--- config.mk ---
export PLATFORM = sky130hd
export DESIGN_NAME = vx_gpr_rd_arbiter
export DESIGN_NICKNAME = d
export VERILOG_FILES = /design/src/rtl/vx_gpr_rd_arbiter.sv
export SDC_FILE = /design/constraint.sdc
export NUM_CORES = 1
export LEC_CHECK = 0
export ABC_AREA = 1
export CORE_AREA = 2 2 115 117
export DETAILED_ROUTE_END_ITERATION = 12
export DIE_AREA = 0 0 117 119
export PLACE_DENSITY = 0.54
export SYNTH_ARGS = -nofsm -noshare
export SYNTH_HDL_FRONTEND = slang
export SYNTH_SLANG_ARGS = --single-unit
--- constraint.sdc ---
create_clock -name clk -period 1.7 [get_ports clk]
set_input_delay 0.34 -clock clk [delete_from_list [all_inputs] [get_ports clk]]
set_output_delay 0.34 -clock clk [all_outputs]
set_load 0.005 [all_outputs]
--- src/rtl/vx_gpr_rd_arbiter.sv ---
// ---------------------------------------------------------------------------
// vx_gpr_rd_arbiter
//
// Arbitrates tensor-core operand-fetch requesters onto the shared rs3 GPR
// read port. Requesters are served round-robin. A requester that starts a
// multi-beat burst keeps the port until its last beat fires. If the
// scoreboard has an instruction waiting (issue_pending) and the tensor core
// has held the port for MAX_STALL consecutive cycles, one idle cycle is
// inserted at the next burst boundary. That idle cycle lets issue proceed.
//
// Ports:
//   clk, reset      clock and asynchronous active-high reset
//   req_valid       per-requester read request
//   req_addr        per-requester GPR address (packed, ADDRW each)
//   req_last        per-requester final-beat marker
//   req_ready       one-hot grant (beat accepted this cycle)
//   issue_pending   scoreboard-side instruction waiting for the read ports
//   rf_valid        arbiter owns the rs3 port this cycle
//   rf_addr         address driven to the rs3 port (0 when idle)
//   rf_data         rs3 RAM output, one cycle after the address
//   rsp_valid       read data returned this cycle
//   rsp_idx         requester owning rsp_data
//   rsp_data        returned data (combinational pass-through of rf_data)
// ---------------------------------------------------------------------------
module vx_gpr_rd_arbiter #(
    parameter int NUM_REQS    = 2,
    parameter int ADDRW       = 8,
    parameter int NUM_THREADS = 4,
    parameter int XLEN        = 32,
    parameter int MAX_STALL   = 4,
    localparam int IDXW       = (NUM_REQS > 1) ? $clog2(NUM_REQS) : 1,
    localparam int DATAW      = NUM_THREADS * XLEN
) (
    input  logic                      clk,
    input  logic                      reset,
    input  logic [NUM_REQS-1:0]       req_valid,
    input  logic [NUM_REQS*ADDRW-1:0] req_addr,
    input  logic [NUM_REQS-1:0]       req_last,
    output logic [NUM_REQS-1:0]       req_ready,
    input  logic                      issue_pending,
    output logic                      rf_valid,
    output logic [ADDRW-1:0]          rf_addr,
    input  logic [DATAW-1:0]          rf_data,
    output logic                      rsp_valid,
    output logic [IDXW-1:0]           rsp_idx,
    output logic [DATAW-1:0]          rsp_data
);

    typedef enum logic [1:0] {
        IDLE  = 2'd0,
        BURST = 2'd1,
        YIELD = 2'd2
    } state_t;

    state_t          state;
    logic [IDXW-1:0] owner;
    logic [IDXW-1:0] rr_ptr;
    logic [3:0]      stall_cnt;

    logic [IDXW-1:0] win;
    logic            grant_any;
    logic            win_last;
    logic            yield_now;
    logic [4:0]      stall_inc;
    logic [IDXW-1:0] next_ptr;

    // Grant selection. Reset gates every grant combinationally, so a beat
    // presented while reset is high never fires and never produces a response.
    always_comb begin
        int              idx;
        logic [IDXW-1:0] cand;
        win       = '0;
        grant_any = 1'b0;
        idx       = 0;
        cand      = '0;
        if (!reset) begin
            case (state)
                IDLE: begin
                    // Cyclic search starting at rr_ptr; the first valid wins.
                    for (int k = 0; k < NUM_REQS; k++) begin
                        idx = int'(rr_ptr) + k;
                        if (idx >= NUM_REQS) begin
                            idx = idx - NUM_REQS;
                        end
                        cand = IDXW'(idx);
                        if (!grant_any && req_valid[cand]) begin
                            grant_any = 1'b1;
                            win       = cand;
                        end
                    end
                end
                BURST: begin
                    // Only the owner is eligible. A gap in its valid line
                    // releases the port to issue for that cycle only.
                    if (req_valid[owner]) begin
                        grant_any = 1'b1;
                        win       = owner;
                    end
                end
                default: begin
                end
            endcase
        end
    end

    // Port-side outputs follow the grant combinationally.
    always_comb begin
        req_ready = '0;
        rf_addr   = '0;
        if (grant_any) begin
            req_ready[win] = 1'b1;
            rf_addr        = req_addr[int'(win)*ADDRW +: ADDRW];
        end
    end

    assign rf_valid = grant_any;
    assign rsp_data = rf_data;

    // Yield decision uses the count that includes the current granted cycle.
    always_comb begin
        win_last  = req_last[win];
        stall_inc = {1'b0, stall_cnt} + 5'd1;
        yield_now = issue_pending && (stall_inc >= 5'(MAX_STALL));
        if (int'(win) == NUM_REQS - 1) begin
            next_ptr = '0;
        end else begin
            next_ptr = win + IDXW'(1);
        end
    end

    // Ownership FSM, round-robin pointer, stall counter and the one-cycle
    // response pipeline. The RAM is registered, so the response index is
    // delayed one cycle to line up with rf_data.
    always_ff @(posedge clk or posedge reset) begin
        if (reset) begin
            state     <= IDLE;
            owner     <= '0;
            rr_ptr    <= '0;
            stall_cnt <= '0;
            rsp_valid <= 1'b0;
            rsp_idx   <= '0;
        end else begin
            rsp_valid <= grant_any;
            rsp_idx   <= grant_any ? win : '0;

            if (!grant_any) begin
                stall_cnt <= '0;
            end else if (issue_pending && stall_cnt != 4'd15) begin
                stall_cnt <= stall_cnt + 4'd1;
            end

            case (state)
                IDLE: begin
                    if (grant_any) begin
                        if (win_last) begin
                            rr_ptr <= next_ptr;
                            state  <= yield_now ? YIELD : IDLE;
                        end else begin
                            owner <= win;
                            state <= BURST;
                        end
                    end
                end
                BURST: begin
                    if (grant_any && win_last) begin
                        rr_ptr <= next_ptr;
                        state  <= yield_now ? YIELD : IDLE;
                    end
                end
                YIELD: begin
                    stall_cnt <= '0;
                    state     <= IDLE;
                end
                default: begin
                    state <= IDLE;
                end
            endcase
        end
    end

endmodule

==> summary.txt <==
Power and ir drop
  – Int Power: 0.00117 W
  – Peak supply drop: 0.327 mV
  – Seq pwr share: 0.193
  – Switch Pwr: 0.000566 W
  – Switching Fraction: 0.327
  – Combinational group share of total power: 0.534
  – Leak Pwr: 0.754 nW
  – Clk pwr share: 0.273
  – Power density of the placed cells: 1060 nW/um^2

Finish
  – Layout area overhead: 0.463%
  – Final nets: 319
  – Final core occ: 0.126
  – Multi-input logic area: 418 um^2
  – Number of fill cells in the layout: 1,492
  – Share of cells above drive strength 1: 0.388
  – Fin area: 1630 um^2
  – Sequential cell area: 250 um^2
  – N_diodes: 0

Clocking
  – H-tree depth reported by CTS: 1
  – Clock Latency Late Sink: 0.24 ns
  – CTS tree: done
  – Bufs on Longest Clock Path: 2
  – Clock transition at path regs: 0.04 ns
  – Sinks on Clock Net: 10
  – CTS Buf Count: 3
  – CTS root buf: clkbuf_16
  – Hold buffer count at CTS: 0

Timing
  – Setup TNS Final: -2.81 ns
  – Ratio of final minimum period to clock period: 1.19
  – Worst slew pin tran: 0.268 ns
  – Tmin final: 2.02 ns
  – Worst slew margin: 0.820
  – Max Clock Skew: 0.00117 ns
  – Final setup fails: 11
  – RSZ-0062 raised after global routing: yes
  – Fin. max-slew vios: 0
  – Final Hold Viols: 0
  – F_max: 494 MHz
  – Setup ws final: -0.324 ns

Route
  – Vias/cell: 3.01
  – Initial DRC Count: 44
  – Antenna viol nets, final: 0
  – Wirelength per Cell: 15.2 um
  – Remaining DRCs: 0
  – TritonRoute pass-1 iters: 2
  – Final wirelength: 5190 um
  – Routed vias: 1,026

Run status
  – Status: complete, but fails checks
  – Failing checks: negative setup slack

Worst setup path
  – Worst-path fanout max: 3
  – CP max stage delay: 0.41 ns
  – Crit Path Category: reg2out
  – Most frequent CP cell: buf_6
  – Element type at the critical path end: primary output
  – Cell family with most CP delay: buffers and inverters
  – CP startpoint kind: flip-flop
  – Bufs and invs on worst path: 5
  – Crit-path cells: buf_6, nor2_4, nand2_2, a21oi_4, nand2_8, inv_8, buf_6, buf_6, nand2_4, nand2_2, buf_6
  – Critical Path Slowest Stage Cell: dfrtp_1
  – Worst Path Arrival: 1.68 ns
  – Worst Path Required: 1.36 ns

Global routing
  – Vias in the first global route: 1,102
  – Total gr overflow: 0
  – Initial antenna violation count: 0
  – Total Routing Usage GR: 0.0719
  – First-pass GRT wire length: 7010 um
  – Largest net degree at the start of global routing: 12

Floorplan
  – Die Y-Extent: 119 um
  – Std-Cell Rows: 42
  – Die Wd: 117 um
  – Top-level port count: 292
  – Die Area: 13,900 um^2
  – Core ar.: 12,900 um^2
  – Initial core utilization: 0.126

Placed design
  – Dpl cell area: 1350 um^2
  – GP Congestion: 0.718
  – IO Port Bufs: 35
  – DPL Wire Length: 4310 um

Synth
  – Syn Area/Cell: 7.14 um^2
  – Yosys warning count: 0
  – Cell variety after synth: 19
  – Area leader, netlist: buf_4
  – Syn_nets: 380
  – Yosys top cell area share: 0.593
  – Synth Instances: 227
  – Largest cells by area after synthesis: buf_4 59%, dfrtp_1 15%, nand2_1 12%
  – Seq/Total Area, Yosys: 0.154
  – #FFs+latches synth: 10
  – Mapped Area: 1620 um^2

Run
  – Max_cap viols: 0

Min path
  – Worst hold path type: in2async
[kinds of logic (layout without fill, tap and decap cells)]
family | count (synthesis) | count (layout) | synth area share
buffers and inverters | 141 | 79 | 0.624
and+or+nand+nor | 63 | 63 | 0.159
DFF | 10 | 10 | 0.154
AOI/OAI and AO/OA | 9 | 9 | 0.0363
adders and majority gates | 2 | 2 | 0.0154
xor gates and xnor gates | 2 | 2 | 0.0108
[layout make-up]
type / instances / share of cell area
timing repair buffer: 62 / 0.359
multi-input combinational: 76 / 0.257
sequential: 10 / 0.154
tap: 176 / 0.135
clock buffer: 4 / 0.0546
inverter: 12 / 0.0354
timing repair inverter: 1 / 0.00538
[path summary, 6_finish.rpt]
check	to	slack, ns	cells after the start	startpoint
max	rf_addr[1]	-0.32	11	state[1]$_DFFE_PP0P_
min	owner$_DFFE_PP0P_	0.54	3	reset
max reg2reg	owner$_DFFE_PP0P_	0.16	11	state[0]$_DFFE_PP0P_
min reg2reg	owner$_DFFE_PP0P_	0.55	2	owner$_DFFE_PP0P_
max in group asynchronous	stall_cnt[3]$_DFFE_PP0P_	1.01	3	reset
min in group clk	owner$_DFFE_PP0P_	0.55	2	owner$_DFFE_PP0P_
[what timing repair did]
action | 4_1_cts | 5_1_grt
hold endpoints to repair | 0 | 0
gates cloned | 1 | 0
setup endpoints to repair | 11 | 14
gates resized for setup | 73 | 13
pin swaps | 9 | 8
buffers inserted | 10 | 2
[registers in the layout, indices dropped and copies added, names as in the netlist]
register   count
stall_cnt      4
state          2
rsp_valid      1
rsp_idx        1
owner          1
rr_ptr         1
[Yosys cell counts]
cell type,number
nand2_2,1
nor2_4,1
nand3_1,5
buf_4,128
inv_2,3
dfrtp_1,10
nand2_1,50
o21ai_0,1
xor2_1,1
ha_1,2
xnor2_1,1
nand4_1,2
buf_2,1
o21ai_1,2
a21oi_4,1
a21oi_1,4
nor2_1,4
inv_1,9
a211oi_1,1
[power groups by stage]
stage                     Combinational (W)  Sequential [W]  Clock [W]
after detailed placement           0.000673        0.000331          0
after global placement             0.000674        0.000328          0
after global routing                0.00101        0.000342   0.000494
after CTS                          0.000887        0.000332   0.000484
after floorplan                    0.000501        0.000328          0
final                              0.000924        0.000335   0.000473
[routing by layer]
metal	up-vias	routed length, um	track usage
met5	-	0	0
met4	0	299	0.0478
met3	36	841	0.0473
met2	100	2930	0.142
met1	452	1120	0.0428
li1	438	-	-
[placed cells by master, fill, tap and decap left out, types with 2 or more instances in the layout]
master            n
nand2_1          37
clkdlybuf4s50_1  22
buf_6            16
buf_4            14
nand2_2          11
dfrtp_1          10
inv_1             8
buf_2             6
nand3_1           5
a21oi_1           4
o21ai_1           3
nor2_1            3
clkbuf_16         3
inv_4             2
nand4_1           2
nand2_4           2
ha_1              2
dlygate4sd2_1     2
[per-stage QoR]
step                cells  worst slack (ns)  total power (W)  hold slack [ns]
floorplan             227             0.183         0.000829            0.197
global placement      324            -0.897          0.00100            0.519
detailed placement    324            -0.867          0.00100            0.533
CTS                   339            -0.352          0.00170            0.548
global route          341            -0.429          0.00185            0.578
finish                341            -0.324          0.00173            0.543
[tightest hold or removal path, delay by kind of cell]
kind	cells	cell delay [ns]
buffers and inverters	3	0.79
(Power assumes the default switching activity.)
